--- src/rtl/framer_pkg.sv ---
// Shared types and constants for the serial sample framer.
// Optional feature macro: FRAMER_PARITY_EN (adds the PARITY state and parity check).
package framer_pkg;

  localparam int DATA_BITS = 6;
  localparam logic [1:0] HEADER = 2'b11;

  typedef enum logic [1:0] {
    IDLE,
    DATA,
`ifdef FRAMER_PARITY_EN
    PARITY,
`endif
    STOP
  } state_t;

  // Pack one decoded sample into the averager's byte layout.
  function automatic logic [7:0] pack_sample(input logic [1:0] t,
                                             input logic [1:0] y,
                                             input logic [1:0] x);
    return {HEADER, t, y, x};
  endfunction

endpackage

--- src/rtl/sample_fifo.sv ---
// Synchronous FIFO with a zero-masked head output.
// A push while full is accepted only when a pop happens in the same cycle.
// Reset is synchronous and active-high on the pin named rst_n.
module sample_fifo #(
  parameter int WIDTH = 8,
  parameter int DEPTH = 4
) (
  input  logic             clk,
  input  logic             rst_n,
  input  logic             push,
  input  logic [WIDTH-1:0] push_data,
  input  logic             pop,
  output logic [WIDTH-1:0] head_data,
  output logic             full,
  output logic             empty
);

  localparam int AW = $clog2(DEPTH);
  localparam logic [AW:0] FULL_CNT = (AW + 1)'(DEPTH);

  logic [WIDTH-1:0] mem [DEPTH];
  logic [AW-1:0]    wr_ptr;
  logic [AW-1:0]    rd_ptr;
  logic [AW:0]      count;
  logic             do_push;
  logic             do_pop;

  assign full    = (count == FULL_CNT);
  assign empty   = (count == '0);
  assign do_pop  = pop && !empty;
  assign do_push = push && (!full || do_pop);

  // Head is taken straight from storage flops; no input reaches it combinationally.
  assign head_data = empty ? '0 : mem[rd_ptr];

  // Pointer and occupancy bookkeeping.
  always_ff @(posedge clk) begin
    // NOTE: sequential state uses non-blocking assignments so every flop samples pre-edge values.
    if (rst_n) begin
      wr_ptr <= '0;
      rd_ptr <= '0;
      count  <= '0;
    end else begin
      if (do_push) wr_ptr <= wr_ptr + 1'b1;
      if (do_pop)  rd_ptr <= rd_ptr + 1'b1;
      case ({do_push, do_pop})
        2'b10:   count <= count + 1'b1;
        2'b01:   count <= count - 1'b1;
        default: count <= count;
      endcase
    end
  end

  // Storage write.
  always_ff @(posedge clk) begin
    // NOTE: storage is deliberately not reset; the count masks stale entries.
    if (do_push) mem[wr_ptr] <= push_data;
  end

endmodule

--- src/rtl/sample_framer.sv ---
// Bit-serial sensor frame decoder feeding the moving-average stage.
// Frame: start(1), x1 x0 y1 y0 t1 t0, [parity], stop(0).
// Optional feature macro: FRAMER_PARITY_EN (even parity over the 6 data bits).
// Reset is synchronous and active-high; the pin keeps the name rst_n.
module sample_framer
  import framer_pkg::*;
#(
  parameter int FIFO_DEPTH = 4,
  parameter int ERR_CNT_W  = 4
) (
  input  logic                 clk,
  input  logic                 rst_n,
  input  logic                 sdi,
  input  logic                 sdi_valid,
  output logic [7:0]           out_data,
  output logic                 out_valid,
  input  logic                 out_ready,
  output logic                 busy,
  output logic                 err_pulse,
  output logic [ERR_CNT_W-1:0] err_cnt,
  output logic                 overflow
);

  localparam int CNT_W = $clog2(DATA_BITS);
  localparam logic [CNT_W-1:0] LAST_BIT = CNT_W'(DATA_BITS - 1);

  state_t               state;
  logic [DATA_BITS-1:0] shift;
  logic [CNT_W-1:0]     bit_cnt;
  logic                 par_err;

  logic stop_sample;
  logic frame_good;
  logic frame_bad;
  logic fifo_full;
  logic fifo_empty;
  logic fifo_pop;
  logic drop;
  logic [7:0] packed_byte;

  assign busy        = (state != IDLE);
  assign stop_sample = (state == STOP) && sdi_valid;
  assign frame_good  = stop_sample && !sdi && !par_err;
  assign frame_bad   = stop_sample && (sdi || par_err);
  assign out_valid   = !fifo_empty;
  assign fifo_pop    = out_valid && out_ready;
  assign drop        = frame_good && fifo_full && !fifo_pop;
  // Shift register holds {x1, x0, y1, y0, t1, t0} once DATA completes.
  assign packed_byte = pack_sample(shift[1:0], shift[3:2], shift[5:4]);

`ifndef FRAMER_PARITY_EN
  assign par_err = 1'b0;
`endif

  // Frame FSM: advances only on valid bits, so sdi_valid=0 stalls it in place.
  always_ff @(posedge clk) begin
    if (rst_n) begin
      state   <= IDLE;
      shift   <= '0;
      bit_cnt <= '0;
`ifdef FRAMER_PARITY_EN
      par_err <= 1'b0;
`endif
    end else if (sdi_valid) begin
      case (state)
        IDLE: begin
          if (sdi) begin
            state   <= DATA;
            bit_cnt <= '0;
`ifdef FRAMER_PARITY_EN
            par_err <= 1'b0;
`endif
          end
        end
        DATA: begin
          shift <= {shift[DATA_BITS-2:0], sdi};
          if (bit_cnt == LAST_BIT) begin
`ifdef FRAMER_PARITY_EN
            state <= PARITY;
`else
            state <= STOP;
`endif
          end else begin
            bit_cnt <= bit_cnt + 1'b1;
          end
        end
`ifdef FRAMER_PARITY_EN
        PARITY: begin
          // Even parity: the parity bit equals the XOR of the data bits.
          par_err <= sdi ^ (^shift);
          state   <= STOP;
        end
`endif
        STOP:    state <= IDLE;
        default: state <= IDLE;
      endcase
    end
  end

  // Reject reporting and sticky overflow flag.
  always_ff @(posedge clk) begin
    if (rst_n) begin
      err_pulse <= 1'b0;
      err_cnt   <= '0;
      overflow  <= 1'b0;
    end else begin
      err_pulse <= frame_bad;
      if (frame_bad && (err_cnt != '1)) err_cnt <= err_cnt + 1'b1;
      if (drop) overflow <= 1'b1;
    end
  end

  sample_fifo #(
    .WIDTH (8),
    .DEPTH (FIFO_DEPTH)
  ) u_fifo (
    .clk       (clk),
    .rst_n     (rst_n),
    .push      (frame_good),
    .push_data (packed_byte),
    .pop       (fifo_pop),
    .head_data (out_data),
    .full      (fifo_full),
    .empty     (fifo_empty)
  );

endmodule

--- config.mk ---
export PLATFORM = sky130hd
export DESIGN_NAME = sample_framer
export DESIGN_NICKNAME = d
export VERILOG_FILES = /design/src/rtl/framer_pkg.sv /design/src/rtl/sample_fifo.sv /design/src/rtl/sample_framer.sv
export SDC_FILE = /design/constraint.sdc
export NUM_CORES = 1
export LEC_CHECK = 0
export CORE_UTILIZATION = 30
export CTS_CLUSTER_DIAMETER = 60
export DETAILED_ROUTE_END_ITERATION = 8
export MAX_ROUTING_LAYER = met4
export PLACE_DENSITY = 0.44
export RECOVER_POWER = 50
export SETUP_SLACK_MARGIN = 0.05
export SYNTH_ARGS = -nofsm -noshare
export SYNTH_HDL_FRONTEND = slang
export SYNTH_HIERARCHICAL = 1
export SYNTH_SLANG_ARGS = --single-unit
--- constraint.sdc ---
create_clock -name clk -period 2.66 [get_ports clk]
set_clock_uncertainty 0.2 [all_clocks]
set_input_delay 0.798 -clock clk [delete_from_list [all_inputs] [get_ports clk]]
set_output_delay 0.798 -clock clk [all_outputs]
set_load 0.005 [all_outputs]
==> results of run 1 <==
## layer usage
metal,track usage [%],vias up,wire [um]
met5,-,-,0
met4,4.35,0,67
met3,5.02,6,226
met2,18.2,30,2230
met1,15.1,793,2340
li1,-,855,-
## registers in the layout, indices dropped and copies added (netlist names), 2 cells and up, named ones only
name and count:
bit_cnt 3, err_cnt 4, shift 6, state 2
u_fifo/count 3, u_fifo/mem 32, u_fifo/rd_ptr 2, u_fifo/wr_ptr 2
## logic make-up after synthesis
group                      Yosys count  synth area share, %
and+or+nand+nor                     70                 16.0
DFF                                 58                 56.5
AOI/OAI and AO/OA                   36                 9.49
buffers and inverters               24                 4.77
muxes                               10                 7.68
adders and majority gates            8                 4.10
xor gates and xnor gates             4                 1.34
other                                1                0.143
## through the flow
stage | worst slack (ns) | std cells | cell area, um2
2_1_floorplan | 0.269 | 218 | 2650
3_3_place_gp | -0.102 | 354 | 3130
3_5_place_dp | -0.160 | 354 | 3130
4_1_cts | 0.00344 | 374 | 3400
5_1_grt | -0.0389 | 373 | 3360
6_report | 0.0500 | 373 | 3360
## cell usage in the layout, fill, tap and decap left out, types with 5 or more instances in the layout
cell type / instances
edfxtp_1: 32
nor2_1: 11
conb_1: 8
nand2b_1: 6
buf_6: 6
mux4_2: 8
inv_1: 11
nand2_1: 15
a21oi_1: 15
buf_4: 13
clkdlybuf4s50_1: 10
nor2b_1: 6
and2_1: 5
ha_1: 7
dfxtp_1: 25
clkbuf_8: 9
buf_2: 8
## worst min-delay path: cells and delay by family (launching register included)
family	cells	cell delay (ns)
AOI/OAI and AO/OA	1	0.05
and+or+nand+nor	1	0.08
DFF	1	0.34
## area by class of cell
class / count / area (um2)
clock buffers: 9 / 124
clock inverters: 7 / 125
fillers: 829 / 4980
inverters: 11 / 41.3
multi-input cells: 136 / 1040
flip-flops and latches: 58 / 1480
well taps: 105 / 131
repair buffers: 47 / 420
## worst max path at each step
stage	depth (start not counted)	end	start	slack (ns)
3_3_place_gp	8	u_fifo/count[2]$_SDFFE_PP0P_	sdi	-0.10
4_1_cts	5	out_data[3]	register	0.003
5_1_grt	5	out_data[5]	register	-0.04
6_report	5	out_data[5]	register	0.05
2_1_floorplan	8	u_fifo/count[2]$_SDFFE_PP0P_	sdi	0.27
3_5_place_dp	8	u_fifo/count[2]$_SDFFE_PP0P_	sdi	-0.16
## power breakdown
group	switching (mW)	leakage, nW	internal [mW]
Clock	0.376	0.124	0.630
Sequential	0.00621	0.526	0.941
Combinational	0.0243	0.592	0.0216
## timing repair
item | CTS | global route
endpoints found under the setup margin | 8 | 9
gates resized for setup | 36 | 2
cloned | 0 | 0
buffers inserted | 4 | 0
pin swaps | 0 | 0
==> metrics, run 1 <==
status finished, final reports clean; #FFs+latches synth 58; R2R Setup Slk roughly 0.47 ns; DP Wirelength between 3000 and 4000 um; CTS tree yes; Nets 276; Slew Viols, Final 0; worst hold slack approximately 0.3 ns; Slowest-stage cell, CP mux4_2; Synth Warn # 6; Synth top cells by count edfxtp_1 (32), dfxtp_1 (26), a21oi_1 (15), nand2_1 (15); PD cells around 590 nW/um2; min Tclk post-route 2.61 ns; Synth top area share roughly 37%; Post-synth EDFFs 32; vias post-DR about 1700; Initial Util a little under a third; 1st-iter DRT viols 48; Residual DRC 0; ys flop type edfxtp_1; sequential area share after synthesis between 50% and 60%; first-pass GRT wire length ~7900 um; synth-to-layout area growth 28.1%; root buf cell clkbuf_8; vias in the first global route about 1600; vias per cell 4.51; Peak Freq approximately 0.38 GHz; Setup crit end kind primary output; DRT antenna net count 0; Crit path largest cell delay 0.47 ns; post-synth design cell area approximately 2600 um2; IO Count 21; pin count of the biggest net entering global routing 13; count leader, synth edfxtp_1; Hold Crit Class register to register; Total GRT Usage about an eighth; Hold Crit Depth 2; reg2reg start u_fifo/count[2]$_SDFFE_PP0P_; Buffers & Inverters on Critical Path 3; setup TNS 0 ns; gpl congestion between 0.7 and 0.8; Crit Path Max Fanout 3; worst-case reg-to-reg path depth 10; Netlist cell types 50; Inserted Diodes 0; global route overflow 0; Req. time, crit path 1.66 ns; crit path DAT 1.61 ns; delay-heaviest family, CP multiplexers; final WL 4860 um; Leak 1.24 nW; layout cells sized above 1 between 20 and 30%; endpoints failing hold 0; crit path cell chain buf_6 -> buf_6 -> mux4_2 -> nor2b_1 -> buf_2; Mean Syn Cell Area approximately 12 um2; hold endpoint overflow$_SDFFE_PP0P_; Util after Layout between 40% and 50%; number of port buffers 20; Mapped Cells ~210; RSZ-0062 raised after global routing yes; clk sinks 58; drt wl/cell approximately 13 um; setup violators final 0; max-capacitance violation count 0; # H-tree levels 3; initial antenna violation count 0; Rows 33; fraction of registers with async set/reset 0%; Post-CTS Hold Buffers 0; Total Power between 1.5 and 2 mW; die area around 9100 um2; most area-consuming cells after synthesis edfxtp_1 (37%), dfxtp_1 (20%), mux4_2 (6.9%), ha_1 (3.3%), a21oi_1 (2.9%); Clock Path Buffers 2; crit share post-route 98.1%; CORE AREA around 8300 um2; start point of the worst min-delay path overflow$_SDFFE_PP0P_; first-pass detailed-route iteration total 4; Most common cell on crit path buf_6; Die X roughly 95 um; IR drop worst, VDD 0.283 mV; WS Path Type register to primary output; Die H 95.5 um; CP Launch Type register; cell taking the most area after synthesis edfxtp_1; reg-to-reg endpoint u_fifo/count[2]$_SDFFE_PP0P_; total CTS buffers 9; Skew-Pair Late Insertion Delay 0.33 ns; clk slew on worst S/H paths 0.07 ns
(Power assumes the default switching activity.)
==> run 2: changes to the inputs <==
- ABC_AREA: not set -> 1
==> run 2 against run 1 <==
  * Utilization down 0.24 points
  * Area after synthesis down 0.67%
  * Count of clock-buffer cells in the layout up 1
  * Synthesized cell count up 33%
  * Non-clock buffer count down 4
  * Largest power group is now registers
  * Highest routed layer unchanged
==> metrics, run 2 <==
WS Path Type register to primary output; reg2reg start u_fifo/count[1]$_SDFFE_PP0P_; Initial Util approximately a third; status finished, final reports clean; Post-Layout Inst Area about 3300 um2; PD cells roughly 560 nW/um2; Mapped Cells 281; Largest register FFs 32; Clock Path Buffers 2; Post-synth EDFFs 32; Total Power ~1.9 mW; drt wl/cell ~12 um; Cell Area, Placed around 3100 um2; Synth top cells by count nor2_1 (52), inv_1 (34), edfxtp_1 (32); IO Count 21; crit share post-route a little over nine tenths; die area 9060 um2; Peak Freq between 0.3 and 0.4 GHz; Leak between 1 and 1.5 nW; Crit Path Max Fanout 4; #FFs+latches synth 58; most area-consuming cells after synthesis edfxtp_1 (37%), dfxtp_1 (20%), nor2_1 (7.5%), a21oi_1 (5.4%), inv_1 (4.9%); RSZ-0062 raised after global routing no; endpoints failing hold 0; post-synth design cell area 2600 um2; leading cell type in the layout, fill and taps excluded nor2_1; fraction of registers with async set/reset 0%; Util after Layout 40.1%; start point of the worst min-delay path overflow$_SDFFE_PP0P_; reg-to-reg endpoint u_fifo/count[2]$_SDFFE_PP0P_; Final WS setup 0.147 ns; hold endpoint overflow$_SDFFE_PP0P_; setup TNS 0 ns; Inserted Diodes 0; initial antenna violation count 0; Synth Warn # 6; Total GRT Usage 14.4%; 1st-iter DRT viols between 40 and 50; first-pass detailed-route iteration total 4; R2R Setup Slk approximately 0.44 ns; first-pass GRT wire length ~9300 um; worst-case reg-to-reg path depth 14; # H-tree levels 3; clk sinks just under 60; Hold Crit Depth 2; Hold Crit Class register to register; Rows 33; Reg with most FFs u_fifo/mem; final WL approximately 5600 um; pin count of the biggest net entering global routing 17; Setup crit end kind primary output; global route overflow 0; CORE AREA roughly 8300 um2; Residual DRC 0; root buf cell clkbuf_8; most frequent cells in the layout nor2_1 (53), edfxtp_1 (32), inv_1 (30), nand2_1 (30), a21oi_1 (22); Mean Syn Cell Area roughly 9.3 um2; Slew Viols, Final 0; crit path DAT ~1.5 ns; min Tclk post-route roughly 2.5 ns; Nets 350; pre-CTS setup slack -0.00971 ns; setup violators final 0; Die X around 95 um; number of port buffers 20; synth-to-layout area growth 27.6%; sequential area share after synthesis a little under three fifths; gpl congestion 0.785; max-capacitance violation count 0; CTS tree yes; crit path cell chain nor2_4 -> nand2_4 -> clkinvlp_4 -> buf_4 -> a21oi_2 -> dlygate4sd2_1; total CTS buffers 9; vias in the first global route a little under 2000; largest registers u_fifo/mem (32), shift (6), err_cnt (4); clk slew on worst S/H paths approximately 0.070 ns; ys flop type edfxtp_1; CP Launch Type register; cell taking the most area after synthesis edfxtp_1; Netlist cell types 29; Req. time, crit path 1.66 ns; vias per cell ~4.4; Post-CTS Hold Buffers 0; Slowest-stage cell, CP dfxtp_2; DRT antenna net count 0; count leader, synth nor2_1; Crit path largest cell delay around 0.36 ns; Die H roughly 95 um; DP Wirelength between 3000 and 4000 um; vias post-DR approximately 2000; Synth top area share about 37%; IR drop worst, VDD roughly 0.22 mV; Skew-Pair Late Insertion Delay 0.33 ns; layout cells sized above 1 between 10% and 20%; worst setup path startpoint u_fifo/count[1]$_SDFFE_PP0P_
[run 2: power by group]
group	switching [mW]	total [mW]	internal, mW
clock	0.344	0.865	0.521
combinational	0.0365	0.0586	0.0221
sequential	0.00353	0.944	0.941
[run 2: kinds of logic (layout without fill, tap and decap cells)]
logic type               Yosys count  in the layout  synth area share (%)
XOR/XNOR                           1              1                 0.336
adder cells (fa/ha/maj)            8              8                  4.13
flip-flops                        58             58                  56.9
AO/OA/AOI/OAI                     54             54                  11.3
buffers and inverters             43             97                  6.72
AND/OR/NAND/NOR                  116            116                  20.5
other                              1              8                 0.144
[run 2: critical path: cells and delay by family, from the launching register on]
kind | cells | cell delay (ns)
DFF | 1 | 0.36
and+or+nand+nor | 2 | 0.14
AOI/OAI and AO/OA | 1 | 0.08
buffers and inverters | 3 | 0.59
[run 2: worst max-delay path by stage]
stage,cells after the start,endpoint
after floorplan,8,u_fifo/count[1]$_SDFFE_PP0P_
after global placement,11,u_fifo/count[2]$_SDFFE_PP0P_
after detailed placement,8,u_fifo/count[1]$_SDFFE_PP0P_
after CTS,7,out_data[3]
after global routing,6,out_data[5]
final,6,out_data[7]
[run 2: per-layer routing]
layer  vias to the layer above  track usage, %  part of all wire, %  routed length (um)
li1                       1034               -                    -                   -
met1                       885            18.1                   49                2720
met2                        28            22.1                   46                2560
met3                        10            2.95                  3.2                 179
met4                         0            6.44                  1.8                 102
met5                         -               -                    0                   0
[run 2: timing repair]
action,in CTS,in global routing
cloned,1,0
setup buffers,4,0
pin swaps,1,1
resized for setup,34,4
endpoints found under the setup margin,9,4
[run 2: layout make-up]
type                    count  area [um2]
repair buffers             43         355
clock buffers              10         128
multi-input cells         187         985
clock inverters             6        81.3
inverters                  37         146
well taps                 105         131
fillers                   842        4970
repair inverters            1        7.51
flip-flops and latches     58        1490
[run 2: stage by stage]
stage / cells / hold WS [ns]
3_5_place_dp: 426 / 0.245
3_3_place_gp: 426 / 0.241
2_1_floorplan: 288 / 0.247
4_1_cts: 447 / 0.258
5_1_grt: 447 / 0.282
6_report: 447 / 0.255
==> run 3: changes to the inputs <==
- CORE_UTILIZATION: 30 -> 53
- PLACE_DENSITY: 0.44 -> 0.71
==> run 3 against run 2 <==
  * Sequential share of layout area up 0.59 points
  * Highest routed layer unchanged
  * Count of clock-buffer cells in the layout unchanged
  * Cell area down 1.4%
==> metrics, run 3 (synthesis results as in run 2) <==
leading cell type in the layout, fill and taps excluded nor2_1; synth-to-layout area growth 25.8%; Hold Crit Class register to register; Crit path largest cell delay ~0.35 ns; most frequent cells in the layout nor2_1 (53), edfxtp_1 (32), inv_1 (31); Residual DRC 0; initial antenna violation count 0; Leak approximately 1.3 nW; non-filler instance count after layout roughly 410; Inserted Diodes 0; # fillers around 380; endpoints failing hold 0; global route overflow 0; first-pass detailed-route iteration total 4; pre-CTS setup slack -0.00925 ns; Req. time, crit path 1.66 ns; Rows 25; Most common cell on crit path buf_4; Die X slightly above 70 um; Total GRT Usage about 22%; crit path cell chain nor2_4 -> nand2_4 -> clkinvlp_4 -> buf_4 -> buf_4 -> a21oi_1 -> dlygate4sd2_1; Nets 349; DP Wirelength 3310 um; pin count of the biggest net entering global routing 17; Slowest-stage cell, CP dfxtp_2; CORE AREA 4720 um2; total CTS buffers 9; first-pass GRT wire length between 8000 and 9000 um; CTS tree yes; status finished, final reports clean; Clock Path Buffers 2; max-capacitance violation count 0; vias post-DR around 2000; WS Path Type register to primary output; Initial Util a little under three fifths; Total Power 1.86 mW; setup violators final 0; PD cells roughly 570 nW/um2; drt wl/cell approximately 13 um; number of port buffers 20; vias in the first global route ~1900; layout cells sized above 1 18.2%; Reg with most FFs u_fifo/mem; CP Launch Type register; clk sinks a little under 60; clk slew on worst S/H paths roughly 0.060 ns; final WL about 5200 um; root buf cell clkbuf_8; IO Count 21; IR drop worst, VDD approximately 0.36 mV; Post-CTS Hold Buffers 0; delay-heaviest family, CP buffers and inverters; Largest register FFs 32; Cell Area, Placed 2990 um2; 1st-iter DRT viols 57; Die H between 70 and 80 um; Buffers & Inverters on Critical Path 4; largest registers u_fifo/mem (32), shift (6), err_cnt (4); min Tclk post-route about 2.6 ns; die area just over 5000 um2; DRT antenna net count 0; # H-tree levels 3; Crit Path Max Fanout 3; RSZ-0062 raised after global routing yes; crit share post-route ~98%; Setup crit end kind primary output; Peak Freq about 0.38 GHz; crit path DAT 1.61 ns; setup TNS 0 ns; Inst Count DP approximately 380; Slew Viols, Final 0; gpl congestion 0.788; Post-Layout Inst Area around 3300 um2; vias per cell 4.93; Skew-Pair Late Insertion Delay between 0.3 and 0.4 ns; Final WS setup ~0.057 ns
==> run 3: timing repair <==
item,in CTS,in global routing
gates cloned,2,0
pin swaps,1,1
setup endpoints to repair,9,5
gates resized for setup,24,4
endpoints found under the hold margin,0,0
setup buffers,3,3
==> run 3: cell type report <==
type	count	area, um2	share of cell area, %
Clock buffer	10	128	3.89
Clock inverter	6	81.3	2.48
Inverter	37	150	4.58
Multi-Input combinational cell	187	983	30.0
Sequential cell	58	1490	45.4
Tap cell	67	83.8	2.56
Timing Repair Buffer	42	355	10.8
Timing Repair inverter	1	7.51	0.229
==> run 3: path summary, 6_finish.rpt <==
path	from	end	slack, ns	cells after the start
setup / recovery	u_fifo/count[1]$_SDFFE_PP0P_	out_data[7]	0.06	7
hold / removal	overflow$_SDFFE_PP0P_	overflow$_SDFFE_PP0P_	0.25	2
setup reg to reg	u_fifo/count[1]$_SDFFE_PP0P_	u_fifo/count[2]$_SDFFE_PP0P_	0.53	14
hold reg to reg	overflow$_SDFFE_PP0P_	overflow$_SDFFE_PP0P_	0.25	2
==> run 3: routing by layer <==
metal  track usage [%]  part of all wire (%)  up-vias
li1                  -                     -     1028
met1              25.6                    47      939
met2              36.1                    48       38
met3              5.14                   3.8        8
met4              11.1                   1.7        0
met5                 -                     0        -
==> run 3: per-stage QoR <==
step                hold slack (ns)  util, %
floorplan                     0.247        -
global placement              0.245     63.4
detailed placement            0.243     63.4
CTS                           0.252     69.4
global route                  0.272     69.4
finish                        0.253     69.4
==> run 3: tightest hold or removal path: stages (launching register included) <==
cell,delay [ns]
dfxtp_1,0.31
inv_1,0.04
a21oi_1,0.05
==> run 3: power by group <==
group          leakage (nW)  total [mW]  switching (mW)  internal, mW
logic                 0.780      0.0533          0.0339        0.0194
registers             0.467       0.946         0.00538         0.941
clock network         0.104       0.861           0.341         0.521
total                  1.35        1.86           0.380          1.48
